[config.mk]
export PLATFORM = sky130hd
export DESIGN_NAME = branch_fb_queue
export DESIGN_NICKNAME = d
export VERILOG_FILES = /design/src/rtl/branch_fb_queue.sv
export SDC_FILE = /design/constraint.sdc
export NUM_CORES = 1
export LEC_CHECK = 0
export CELL_PAD_IN_SITES_DETAIL_PLACEMENT = 1
export CELL_PAD_IN_SITES_GLOBAL_PLACEMENT = 1
export CORE_MARGIN = 2
export CORE_UTILIZATION = 55
export DETAILED_ROUTE_END_ITERATION = 8
export PLACE_DENSITY = 0.8
export SLEW_MARGIN = 20
export SYNTH_ARGS = -nofsm -noshare
export SYNTH_HDL_FRONTEND = slang
export SYNTH_SLANG_ARGS = --single-unit
[constraint.sdc]
create_clock -name clk -period 16.8 [get_ports clk]
set_input_delay 2.52 -clock clk [delete_from_list [all_inputs] [get_ports clk]]
set_output_delay 2.52 -clock clk [all_outputs]
set_load 0.02 [all_outputs]
[src/rtl/branch_fb_queue.sv]
// In-order queue of per-branch prediction metadata between decode and ROB commit.
// The oldest entry is presented at commit as feedback for the tournament predictor.
`ifndef ADDR_WIDTH
`define ADDR_WIDTH 32
`endif
`ifndef G_HISTORY_BITS
`define G_HISTORY_BITS 8
`endif

module branch_fb_queue #(
    parameter int DEPTH      = 8,
    parameter int ADDR_WIDTH = `ADDR_WIDTH,
    parameter int GH_BITS    = `G_HISTORY_BITS
) (
    input  logic                    clk,
    input  logic                    rst,
    input  logic                    push_valid,
    input  logic [ADDR_WIDTH-1:0]   push_pc,
    input  logic [GH_BITS-1:0]      push_ghistory,
    input  logic                    push_pred,
    input  logic                    push_pred_gshare,
    input  logic                    push_pred_2bit,
    output logic                    push_ready,
    input  logic                    commit_valid,
    input  logic                    commit_outcome,
    input  logic                    flush,
    output logic                    fb_valid,
    output logic [ADDR_WIDTH-1:0]   fb_pc,
    output logic [GH_BITS-1:0]      fb_ghistory,
    output logic                    fb_pred,
    output logic                    fb_pred_gshare,
    output logic                    fb_pred_2bit,
    output logic                    fb_outcome,
    output logic                    mispredict,
    output logic [$clog2(DEPTH):0]  count,
    output logic                    overflow_err,
    output logic                    underflow_err
);

    localparam int PTR_W = $clog2(DEPTH);
    localparam int CNT_W = PTR_W + 1;

    typedef struct packed {
        logic [ADDR_WIDTH-1:0] pc;
        logic [GH_BITS-1:0]    ghistory;
        logic                  pred;
        logic                  pred_gshare;
        logic                  pred_2bit;
    } entry_t;

    entry_t             mem_r [DEPTH];
    logic [PTR_W-1:0]   head_r, tail_r;
    logic [CNT_W-1:0]   count_r;
    logic               push_ready_r;
    logic               overflow_r, underflow_r;

    entry_t             head_entry_s;
    logic               not_empty_s, squash_s, push_acc_s, pop_s;
    logic               overflow_set_s, underflow_set_s;
    logic [PTR_W-1:0]   head_next_s, tail_next_s;
    logic [CNT_W-1:0]   count_next_s;

    // Feedback decode, squash decision and next-state computation.
    always_comb begin
        head_entry_s    = mem_r[head_r];
        not_empty_s     = (count_r != {CNT_W{1'b0}});
        fb_valid        = commit_valid && not_empty_s;
        fb_pc           = head_entry_s.pc;
        fb_ghistory     = head_entry_s.ghistory;
        fb_pred         = head_entry_s.pred;
        fb_pred_gshare  = head_entry_s.pred_gshare;
        fb_pred_2bit    = head_entry_s.pred_2bit;
        fb_outcome      = commit_outcome;
        mispredict      = fb_valid && (head_entry_s.pred != commit_outcome);
        squash_s        = flush || mispredict;
        pop_s           = fb_valid;
        push_acc_s      = push_valid && push_ready_r && !squash_s;
        overflow_set_s  = push_valid && !push_ready_r && !squash_s;
        underflow_set_s = commit_valid && !not_empty_s;
        // A squash wipes the wrong-path entries, including any same-cycle push.
        if (squash_s) begin
            head_next_s  = {PTR_W{1'b0}};
            tail_next_s  = {PTR_W{1'b0}};
            count_next_s = {CNT_W{1'b0}};
        end else begin
            head_next_s  = head_r + (pop_s ? PTR_W'(1) : PTR_W'(0));
            tail_next_s  = tail_r + (push_acc_s ? PTR_W'(1) : PTR_W'(0));
            count_next_s = count_r + (push_acc_s ? CNT_W'(1) : CNT_W'(0))
                                   - (pop_s ? CNT_W'(1) : CNT_W'(0));
        end
    end

    // Pointer, occupancy, ready and sticky error registers.
    always_ff @(posedge clk) begin
        if (rst) begin
            head_r       <= {PTR_W{1'b0}};
            tail_r       <= {PTR_W{1'b0}};
            count_r      <= {CNT_W{1'b0}};
            push_ready_r <= 1'b1;
            overflow_r   <= 1'b0;
            underflow_r  <= 1'b0;
        end else begin
            head_r       <= head_next_s;
            tail_r       <= tail_next_s;
            count_r      <= count_next_s;
            push_ready_r <= (count_next_s != CNT_W'(DEPTH));
            overflow_r   <= overflow_r || overflow_set_s;
            underflow_r  <= underflow_r || underflow_set_s;
        end
    end

    // Entry storage; contents are don't-care after reset.
    always_ff @(posedge clk) begin
        if (push_acc_s && !rst) begin
            mem_r[tail_r] <= '{pc: push_pc, ghistory: push_ghistory, pred: push_pred,
                               pred_gshare: push_pred_gshare, pred_2bit: push_pred_2bit};
        end
    end

    assign push_ready    = push_ready_r;
    assign count         = count_r;
    assign overflow_err  = overflow_r;
    assign underflow_err = underflow_r;

endmodule
==> out/metrics.cfg <==
[power]
switchingPower_mw=0.4177
seq_power_share_pct=50.9
powerDensity_nw_per_um2=120.9
p_leak_nw=5.043
swShare_pct=21.28
fin_total_pwr_mw=1.962
p_int_mw=1.545
pwr-share-clk_pct=40.4
comb_power_share_pct=8.7
vdd_drop_max_mv=0.09464

[yosys]
synth_xor_xnor_area_share_pct=0.2575
synth_top_family_by_area=multiplexers
synth_top_flop_cell=edfxtp_1
syn_area_um2=13610
synth_seq_cells=357
synthAdderAreaFrac_pct=0.9747
synthMuxAreaShare_pct=17.99
synth.top_cell.area_share_pct=75.92
synth_area_leaders=edfxtp_1, mux4_2, mux2_2
synthSimpleGateAreaFrac_pct=1.664
yosysTopAreaCell=edfxtp_1
yosys_warnings=0
syn_inst=588
ys_seq_area_share_pct=77.83
synth_enable_flop_cells=344
synth-compound-area-share_pct=0.1747
synth_fp_nets=647
syn_area_per_cell_um2=23.14
yosysUniqueCellTypes=30
synthArstFlopShare_pct=0

[floorplan]
core_um2=24320
fp.dieH_um=161.3
dieArea_um2=26010
rows=57
io_pins=102
start_util_pct=55.95
die_x_um=161.3

[clock_tree]
h-tree-depth=2
ctsRootBufferMaster=clkbuf_16
cts_buffers=37
clockBufferDepth=3
cts_tree=done
ctsHoldBuffers=0
cts.sinks=357
path_clk_slew_ns=0.06
post_cts_buffers=0
clk-insertion-delay-late_ns=0.51
post_cts_resized=0

[finish]
final_net_count=773
drive_gt1_share_pct=27.97
antenna_cells=0
final_cell_area_um2=16230
instances_no_fill=1064
postLayoutCoreUtil_pct=66.75
area_growth_pct=19.30

[critical_path]
crit_path_top_delay_cell=clkdlybuf4s50_1
cpMostUsedCell=clkdlybuf4s50_1
worst-setup-path-type=input port to output pin
crit_path_start_kind=input port
slowest_delay_ns=0.67
cp_cell_sequence=clkdlybuf4s50_1 -> inv_1 -> nor3b_1 -> mux2_4 -> clkdlybuf4s50_1
critPathArrivalTime_ns=4.34
end_kind=output pin
required_ns=14.28
path_max_fanout=23

[place]
port_buffers=101
pre_cts_slack_ns=9.931
dpl.hpwl_mm=14.85
place.gp.congestion=0.7368
dpl-instance-area_um2=15060
place_inst=999

[drt]
dr.first_iter.drc_count=502
vias=6247
dr.pass1.iters=6
avgRoutedWirePerCell_um=26.28
wirelength_mm=27.96
drc=0
drtAntennaViolNets=0
vias_per_cell=5.871

[sta]
finalMaxSlewViolations=0
setup_viol=0
whs_ns=0.4617
max_freq_mhz=145.8
slew-limit-headroom_pct=26.49
worst_clock_skew_ns=0.009711
worst_pin_slew_ns=1.103
fin_ws_ns=9.940
finalHoldViolCount=0
tns_ns=0
rsz0062_at_grt=false
min_period_ns=6.860
fin_crit_sh_pct=40.83

[grt]
grt_remaining_overflow=0
antenna_found_initial=1
grt_pass1_vias=7051
grt_use_total_pct=22.46
grt_pass1_wl_mm=42.78
grt_max_degree=76

[run]
max-cap-violations=0

[status]
status=finished, final reports clean

[hold_path]
hold_class=flip-flop to flip-flop

-- worst paths after layout --
kind	start	end	slack, ns	cells after the start
worst min-delay path	overflow_err	overflow_err	0.46	2
worst max register to register	head_r[0]	push_ready	11.30	12
worst max-delay path	commit_valid	mispredict	9.94	5
worst min register to register	overflow_err	overflow_err	0.46	2
-- routing by layer --
layer	global-route usage, %	routed length (µm)	up-vias	part of all wire [%]
li1	-	-	2719	-
met2	38.45	14500	201	52
met4	7.143	606	2	2.2
met1	29.30	11380	3278	41
met5	0	16	-	0.057
met3	4.725	1469	47	5.3
-- cell usage in the layout (no fill, tap or decap), drive strengths merged --
cell,instances
edfxtp,344
clkdlybuf4s50,101
mux4,85
mux2,47
clkbuf,44
clkinv,15
buf,14
dfxtp,13
nor2,11
nand2,10
ha,9
inv,9
nor3,9
or3,4
nor4,4
xnor2,3
bufinv,3
nor3b,2
nand3,2
a21oi,2
nand4,1
or2,1
xor2,1
a21o,1
or4,1
nand3b,1
o22ai,1
fa,1
clkinvlp,1
-- kinds of logic (layout without fill, tap and decap cells) --
group | Yosys count | in the layout
flip-flops | 357 | 357
multiplexers | 132 | 132
AND/OR/NAND/NOR | 46 | 46
buffers and inverters | 35 | 187
adder cells (fa/ha/maj) | 10 | 10
AO/OA/AOI/OAI | 4 | 4
XOR/XNOR | 4 | 4
-- sequential cells by signal (all words and copies together) (netlist names) --
signal         flops
underflow_err      1
tail_r             3
push_ready         1
head_r             3
mem_r            344
count              4
overflow_err       1
-- cell type report --
class	count	area (µm²)
sequential	357	10600
fill	1906	8087
multi-input combinational	196	2910
timing repair buffer	115	1116
clock buffer	44	994.7
tap	324	405.4
clock inverter	21	181.4
inverter	7	26.28
-- Yosys cell counts (all sizes together), types with 3 or more instances --
| library cell | number |
|---|---|
| edfxtp | 344 |
| mux4 | 85 |
| mux2 | 47 |
| clkbuf | 16 |
| dfxtp | 13 |
| buf | 12 |
| nor2 | 11 |
| nand2 | 10 |
| ha | 9 |
| nor3 | 9 |
| inv | 7 |
| nor4 | 4 |
| or3 | 4 |
| xnor2 | 3 |
-- worst max-delay path, delay by kind of cell --
kind | cells | cell delay, ns
multiplexers | 1 | 0.38
AND/OR/NAND/NOR | 1 | 0.22
buffers and inverters | 3 | 1.22
-- power groups by stage --
| stage | Clock [mW] | Sequential [mW] | Combinational, mW |
|---|---|---|---|
| 6_report | 0.792 | 1.00 | 0.170 |
| 3_5_place_dp | 0 | 1.02 | 0.170 |
| 4_1_cts | 0.807 | 1.00 | 0.173 |
| 3_3_place_gp | 0 | 1.02 | 0.163 |
| 5_1_grt | 0.835 | 1.00 | 0.184 |
| 2_1_floorplan | 0 | 1.01 | 0.104 |
No activity file was read; power rests on OpenSTA's default activity.
